===== src/rtl/tau_pkg.sv =====
// Shared types for the fetch/execute front end: memory-controller op codes,
// fetch sequencer states and a small op-classification helper.
package tau_pkg;

  typedef enum logic [2:0] {
    FETCH  = 3'd0,
    LOAD   = 3'd1,
    STORE  = 3'd2,
    LOADV  = 3'd3,
    STOREV = 3'd4,
    PEEK   = 3'd5
  } load_store_op_set;

  typedef enum logic [2:0] {
    SEQ_FETCH,
    SEQ_FETCH_DATA,
    SEQ_PEEK,
    SEQ_PEEK_DATA,
    SEQ_HOLD,
    SEQ_MEM,
    SEQ_MEM_DATA
  } seq_state_t;

  // Only LOAD..STOREV may reach the memory controller from the data port.
  function automatic logic is_data_op(input logic [2:0] op);
    return (op >= 3'd1) && (op <= 3'd4);
  endfunction

endpackage


===== src/rtl/fetch_sequencer.sv =====
// Program-counter owner and instruction fetch front end for memory_controller.
// Fetches one/two-word instructions and interleaves execute-stage data requests.
module fetch_sequencer
  import tau_pkg::*;
#(
  parameter int ADDRESS_WIDTH = 16,
  parameter int DATA_WIDTH    = 16
) (
  input  logic                     clk,
  input  logic                     rst_n,
  input  logic [DATA_WIDTH-1:0]    p_ram_rdata,
  input  logic [DATA_WIDTH-1:0]    v_ram_rdata,
  output logic [ADDRESS_WIDTH-1:0] program_counter_address,
  output logic [2:0]               microcode_control,
  output logic [ADDRESS_WIDTH-1:0] mem_address,
  output logic [DATA_WIDTH-1:0]    mem_wdata,
  output logic                     instr_valid,
  input  logic                     instr_ready,
  output logic [DATA_WIDTH-1:0]    instr_word,
  output logic [DATA_WIDTH-1:0]    instr_operand,
  input  logic                     jump_valid,
  input  logic [ADDRESS_WIDTH-1:0] jump_target,
  input  logic                     mem_req_valid,
  input  logic [2:0]               mem_req_op,
  input  logic [ADDRESS_WIDTH-1:0] mem_req_addr,
  input  logic [DATA_WIDTH-1:0]    mem_req_wdata,
  output logic                     mem_req_ready,
  output logic                     mem_rsp_valid,
  output logic [DATA_WIDTH-1:0]    mem_rsp_data
);

  seq_state_t               state_q;
  load_store_op_set         mc_q;
  logic [2:0]               op_q;
  logic [ADDRESS_WIDTH-1:0] pc_q, pc_d;
  logic [ADDRESS_WIDTH-1:0] mem_address_q;
  logic [DATA_WIDTH-1:0]    mem_wdata_q;
  logic [DATA_WIDTH-1:0]    instr_word_q, instr_operand_q;
  logic                     rsp_valid_q;
  logic [DATA_WIDTH-1:0]    rsp_data_q;

  // Wraps modulo 2^ADDRESS_WIDTH, including PC+2 from all-ones-minus-one.
  function automatic logic [ADDRESS_WIDTH-1:0] next_pc(
    input logic [ADDRESS_WIDTH-1:0] pc,
    input logic                     two_word,
    input logic                     jv,
    input logic [ADDRESS_WIDTH-1:0] jt
  );
    if (jv) return jt;
    return pc + (two_word ? ADDRESS_WIDTH'(2) : ADDRESS_WIDTH'(1));
  endfunction

  assign pc_d = next_pc(pc_q, instr_word_q[DATA_WIDTH-1], jump_valid, jump_target);

  // A pending data request pre-empts the instruction handshake in HOLD.
  assign instr_valid   = (state_q == SEQ_HOLD) && !mem_req_valid;
  assign mem_req_ready = (state_q == SEQ_HOLD) && mem_req_valid;

  assign program_counter_address = pc_q;
  assign microcode_control       = mc_q;
  assign mem_address             = mem_address_q;
  assign mem_wdata               = mem_wdata_q;
  assign instr_word              = instr_word_q;
  assign instr_operand           = instr_operand_q;
  assign mem_rsp_valid           = rsp_valid_q;
  assign mem_rsp_data            = rsp_data_q;

  // NOTE: every register here uses non-blocking assignment so each branch
  // sees the pre-edge values of the others regardless of statement order.
  always_ff @(posedge clk or negedge rst_n) begin
    if (!rst_n) begin
      state_q         <= SEQ_FETCH;
      mc_q            <= FETCH;
      op_q            <= 3'd0;
      pc_q            <= '0;
      mem_address_q   <= '0;
      mem_wdata_q     <= '0;
      instr_word_q    <= '0;
      instr_operand_q <= '0;
      rsp_valid_q     <= 1'b0;
      rsp_data_q      <= '0;
    end else begin
      rsp_valid_q <= 1'b0;
      case (state_q)
        SEQ_FETCH: begin
          mc_q    <= FETCH;
          state_q <= SEQ_FETCH_DATA;
        end
        SEQ_FETCH_DATA: begin
          instr_word_q <= p_ram_rdata;
          if (p_ram_rdata[DATA_WIDTH-1]) begin
            mc_q    <= PEEK;
            state_q <= SEQ_PEEK;
          end else begin
            instr_operand_q <= '0;
            mc_q            <= FETCH;
            state_q         <= SEQ_HOLD;
          end
        end
        SEQ_PEEK: begin
          state_q <= SEQ_PEEK_DATA;
        end
        SEQ_PEEK_DATA: begin
          instr_operand_q <= p_ram_rdata;
          mc_q            <= FETCH;
          state_q         <= SEQ_HOLD;
        end
        SEQ_HOLD: begin
          if (mem_req_valid) begin
            op_q          <= mem_req_op;
            mem_address_q <= mem_req_addr;
            mem_wdata_q   <= mem_req_wdata;
            mc_q          <= is_data_op(mem_req_op) ? load_store_op_set'(mem_req_op) : FETCH;
            state_q       <= SEQ_MEM;
          end else if (instr_ready) begin
            pc_q    <= pc_d;
            state_q <= SEQ_FETCH;
          end
        end
        SEQ_MEM: begin
          if (op_q == LOAD || op_q == LOADV) begin
            state_q <= SEQ_MEM_DATA;
          end else begin
            rsp_valid_q <= 1'b1;
            mc_q        <= FETCH;
            state_q     <= SEQ_HOLD;
          end
        end
        SEQ_MEM_DATA: begin
          rsp_data_q  <= (op_q == LOADV) ? v_ram_rdata : p_ram_rdata;
          rsp_valid_q <= 1'b1;
          mc_q        <= FETCH;
          state_q     <= SEQ_HOLD;
        end
        default: begin
          mc_q    <= FETCH;
          state_q <= SEQ_FETCH;
        end
      endcase
    end
  end

endmodule

===== config.mk =====
export PLATFORM = sky130hd
export DESIGN_NAME = fetch_sequencer
export DESIGN_NICKNAME = d
export VERILOG_FILES = /design/src/rtl/tau_pkg.sv /design/src/rtl/fetch_sequencer.sv
export SDC_FILE = /design/constraint.sdc
export NUM_CORES = 1
export LEC_CHECK = 0
export CAP_MARGIN = 25
export CORE_MARGIN = 10
export CORE_UTILIZATION = 47
export DETAILED_ROUTE_END_ITERATION = 12
export PLACE_DENSITY = 0.86
export SLEW_MARGIN = 20
export SYNTH_ARGS = -nofsm -noshare
export SYNTH_HDL_FRONTEND = slang
export SYNTH_SLANG_ARGS = --single-unit

===== constraint.sdc =====
create_clock -name clk -period 5 [get_ports clk]
set_clock_uncertainty 0.05 [all_clocks]
set_input_delay 1.5 -clock clk [delete_from_list [all_inputs] [get_ports clk]]
set_output_delay 1.5 -clock clk [all_outputs]
set_load 0.01 [all_outputs]

==> flow_metrics.py <==
metrics = {
    "detailed_routing": {
        "dr.first_iter.drc_count": 471,
        "ant_nets": 0,
        "first_pass_iters": 5,
        "vias_per_cell": 5.44,
        "wl_per_cell_um": 19.7,
        "routed_wl_um": 14000,
        "vias": 3848,
        "drc": 0,
    },
    "cells_and_area": {
        "regArea_um2": 2650,
        "multi_input_area_um2": 1920,
        "final_nets": 661,
        "drive_gt1_share_pct": 13.9,
        "areaGrowthSynthToFinish_pct": 45.5,
        "diodes": 0,
        "final_util_pct": 70.8,
        "fill_cells": 720,
        "fin_area_um2": 6950,
    },
    "power_and_ir_drop": {
        "p_switching_uw": 1430,
        "sequentialPowerShare_pct": 38.0,
        "ir_drop_uv": 344,
        "swShare_pct": 35.3,
        "clkPwrFrac_pct": 12.1,
        "total_power_uw": 4070,
        "power.density_nw_per_um2": 585,
        "p_int_uw": 2630,
        "power_frac_comb_pct": 49.9,
        "leakagePower_uw": 0.00302,
    },
    "clocking": {
        "clock_latency_ps": 350,
        "numCtsBuffers": 9,
        "cts_hold_buf": 0,
        "cts_tree": "yes",
        "cts_resized": 0,
        "cts_setup_buffers": 0,
        "clk_path_buf_depth": 2,
        "cts_htree_levels": 3,
        "cts.sinks": 106,
        "cts_root_buf": "clkbuf_8",
        "clk_pin_slew_ps": 110,
    },
    "logic_synthesis": {
        "ys_async_sr_fraction_pct": 100,
        "netlist_instances": 384,
        "synth_top_family_by_area": "multiplexers",
        "synth_edf_count": 0,
        "synth_mux_area_share_pct": 17.6,
        "synth_xor_area_share_pct": 0,
        "synth_cell_type_count": 47,
        "synthAdderAreaFrac_pct": 0.943,
        "synth-compound-area-share_pct": 12.6,
        "avgSynthCellArea_um2": 12.4,
        "yosysSeqAreaShare_pct": 55.5,
        "ys_ff_latch": 106,
        "synth_nets": 475,
        "synth_flop_cell": "dfrtp_1",
        "synthesis.area_um2": 4780,
        "synthSimpleGateAreaFrac_pct": 8.98,
        "ys_warn_count": 0,
    },
    "sta": {
        "fmax_mhz": 216,
        "finalCriticalPeriod_ps": 4640,
        "finalSetupViolCount": 0,
        "finalSetupTns_ps": 0,
        "hold_viol_final": 0,
        "fin_hold_ws_ps": 442,
        "max_slew_margin_pct": 37.5,
        "period_share_pct": 92.7,
        "drv_slew": 0,
        "rsz0062_at_grt": "no",
        "tightest_slew_ps": 935,
    },
    "worst_setup_path": {
        "cp_data_arrival_time_ps": 3090,
        "worst_setup_path_start_kind": "input port",
        "critPathRequiredTime_ps": 3450,
        "slowest_stage": "clkdlybuf4s50_1",
        "path_delay_family": "buffers and inverters",
        "path_common_cell": "clkdlybuf4s50_1",
        "worstSetupPathType": "input port to output pin",
        "crit_fanout": 6,
        "critPathMaxStageDelay_ps": 620,
        "end_kind": "output pin",
        "timing.critical_path.buf_inv": 2,
        "path_cells": "clkdlybuf4s50_1 > nor4b_4 > clkdlybuf4s50_1",
    },
    "flow_run": {
        "max-cap-violations": 0,
    },
    "die": {
        "die_height_um": 121,
        "die_area_um2": 14600,
        "initial_core_util_pct": 48.6,
        "num_rows": 36,
        "num_io_pins": 190,
        "core_um2": 9820,
        "fp.dieW_um": 121,
    },
    "placed_design": {
        "dp.final_hpwl_um": 10400,
        "place.gp.congestion": 0.937,
        "portBuffers": 189,
        "placed_area_um2": 6710,
    },
    "worst_hold_path": {
        "hold_class": "flip-flop to flip-flop",
    },
    "global_route": {
        "grtUsageTotal_pct": 18.7,
        "grt_pass1_vias": 4125,
        "grt_pass1_wl_um": 22100,
        "antenna_found_initial": 0,
        "gr-total-overflow": 0,
        "grt_start_max_net_pins": 80,
    },
    "status": {
        "run_status": "finished, final reports clean",
    },
}
-- layout make-up --
class	count	share of cell area, %
sequential	106	38.2
clock inverter	7	0.882
tap	133	2.39
timing repair buffer	196	28.4
inverter	14	0.756
clock buffer	9	1.78
multi-input combinational	243	27.6
-- cell families after synthesis --
kind of cell,Yosys count
buffers and inverters,35
multiplexers,70
adder cells (fa/ha/maj),3
AO/OA/AOI/OAI,89
AND/OR/NAND/NOR,81
flip-flops,106
-- synth_stat cells, types with 2 or more instances --
cell | number | area share [%]
ha_1 | 2 | 0.52
o21a_1 | 4 | 0.63
dfrtp_1 | 106 | 56
nand3_1 | 8 | 0.84
nand2b_1 | 4 | 0.52
nand2_1 | 27 | 2.1
a31oi_1 | 4 | 0.52
buf_2 | 4 | 0.42
and2_1 | 2 | 0.26
nand4_1 | 5 | 0.65
buf_12 | 3 | 1.3
mux2i_1 | 19 | 4.0
o21ai_0 | 26 | 2.7
a21oi_1 | 14 | 1.5
o22ai_1 | 5 | 0.65
buf_4 | 2 | 0.31
o22a_1 | 6 | 1.1
nor4_1 | 5 | 0.65
clkbuf_1 | 9 | 0.71
mux2_2 | 31 | 7.3
buf_6 | 2 | 0.47
inv_1 | 14 | 1.1
a2bb2oi_1 | 4 | 0.73
nand3b_1 | 2 | 0.31
mux2_4 | 20 | 6.3
a22o_1 | 15 | 2.8
a311oi_1 | 2 | 0.37
nor3_1 | 8 | 0.84
a211oi_1 | 2 | 0.31
nor2_1 | 12 | 0.94
-- through the flow --
| stage | worst slack [ps] | instances |
|---|---|---|
| after global placement | 428 | 689 |
| after global routing | 333 | 708 |
| final | 364 | 708 |
| after CTS | 366 | 705 |
| after detailed placement | 380 | 689 |
| after floorplan | 1490 | 384 |
-- cells in the final DEF, fill, tap and decap left out, types with 6 or more instances in the layout --
master	Yosys	layout
o21ai_0	26	26
mux2_2	31	31
mux2i_1	19	19
clkdlybuf4s50_1	0	188
clkbuf_8	0	9
o22a_1	6	6
a22o_1	15	15
nand2_1	27	27
nor3_1	8	8
mux2_4	20	20
nor2_1	12	12
dfrtp_1	106	106
a21oi_1	14	14
nand3_1	8	8
inv_1	14	14
-- layer usage --
layer	routed length (um)	part of all wire, %	GRT usage, %
met5	0	0	0
met3	1480	11	7.91
met2	7040	50	32.1
met4	261	1.9	5.96
met1	5190	37	20.6
-- power by group through the flow --
stage	Sequential (uW)	Clock, uW	Combinational (uW)
floorplan	1670	0	850
global placement	1540	0	1980
detailed placement	1560	0	2030
CTS	1550	510	2040
global route	1610	541	2180
finish	1550	492	2030
-- registers in the layout (all words and copies together), names as in the netlist, 16 cells and up --
register and flops:
mem_wdata 16, instr_word 16, program_counter_address 16, mem_rsp_data 16, instr_operand 16, mem_address 16
-- worst min-delay path: stages (launching register included) --
cell and delay (ps):
dfrtp_1 360, nand2_1 40, o21ai_0 60
-- path summary, 6_finish.rpt --
path | startpoint | end | slack (ps) | depth (start not counted)
hold / removal | mem_rsp_data[4] | mem_rsp_data[4] | 440 | 2
max in group asynchronous | rst_n | instr_operand[8] | 2930 | 3
hold reg to reg | mem_rsp_data[4] | mem_rsp_data[4] | 440 | 2
setup / recovery | mem_req_valid | instr_valid | 360 | 3
min in group asynchronous | rst_n | program_counter_address[2] | 980 | 1
setup reg to reg | instr_word[15] | program_counter_address[12] | 2590 | 8
(Power assumes the default switching activity.)
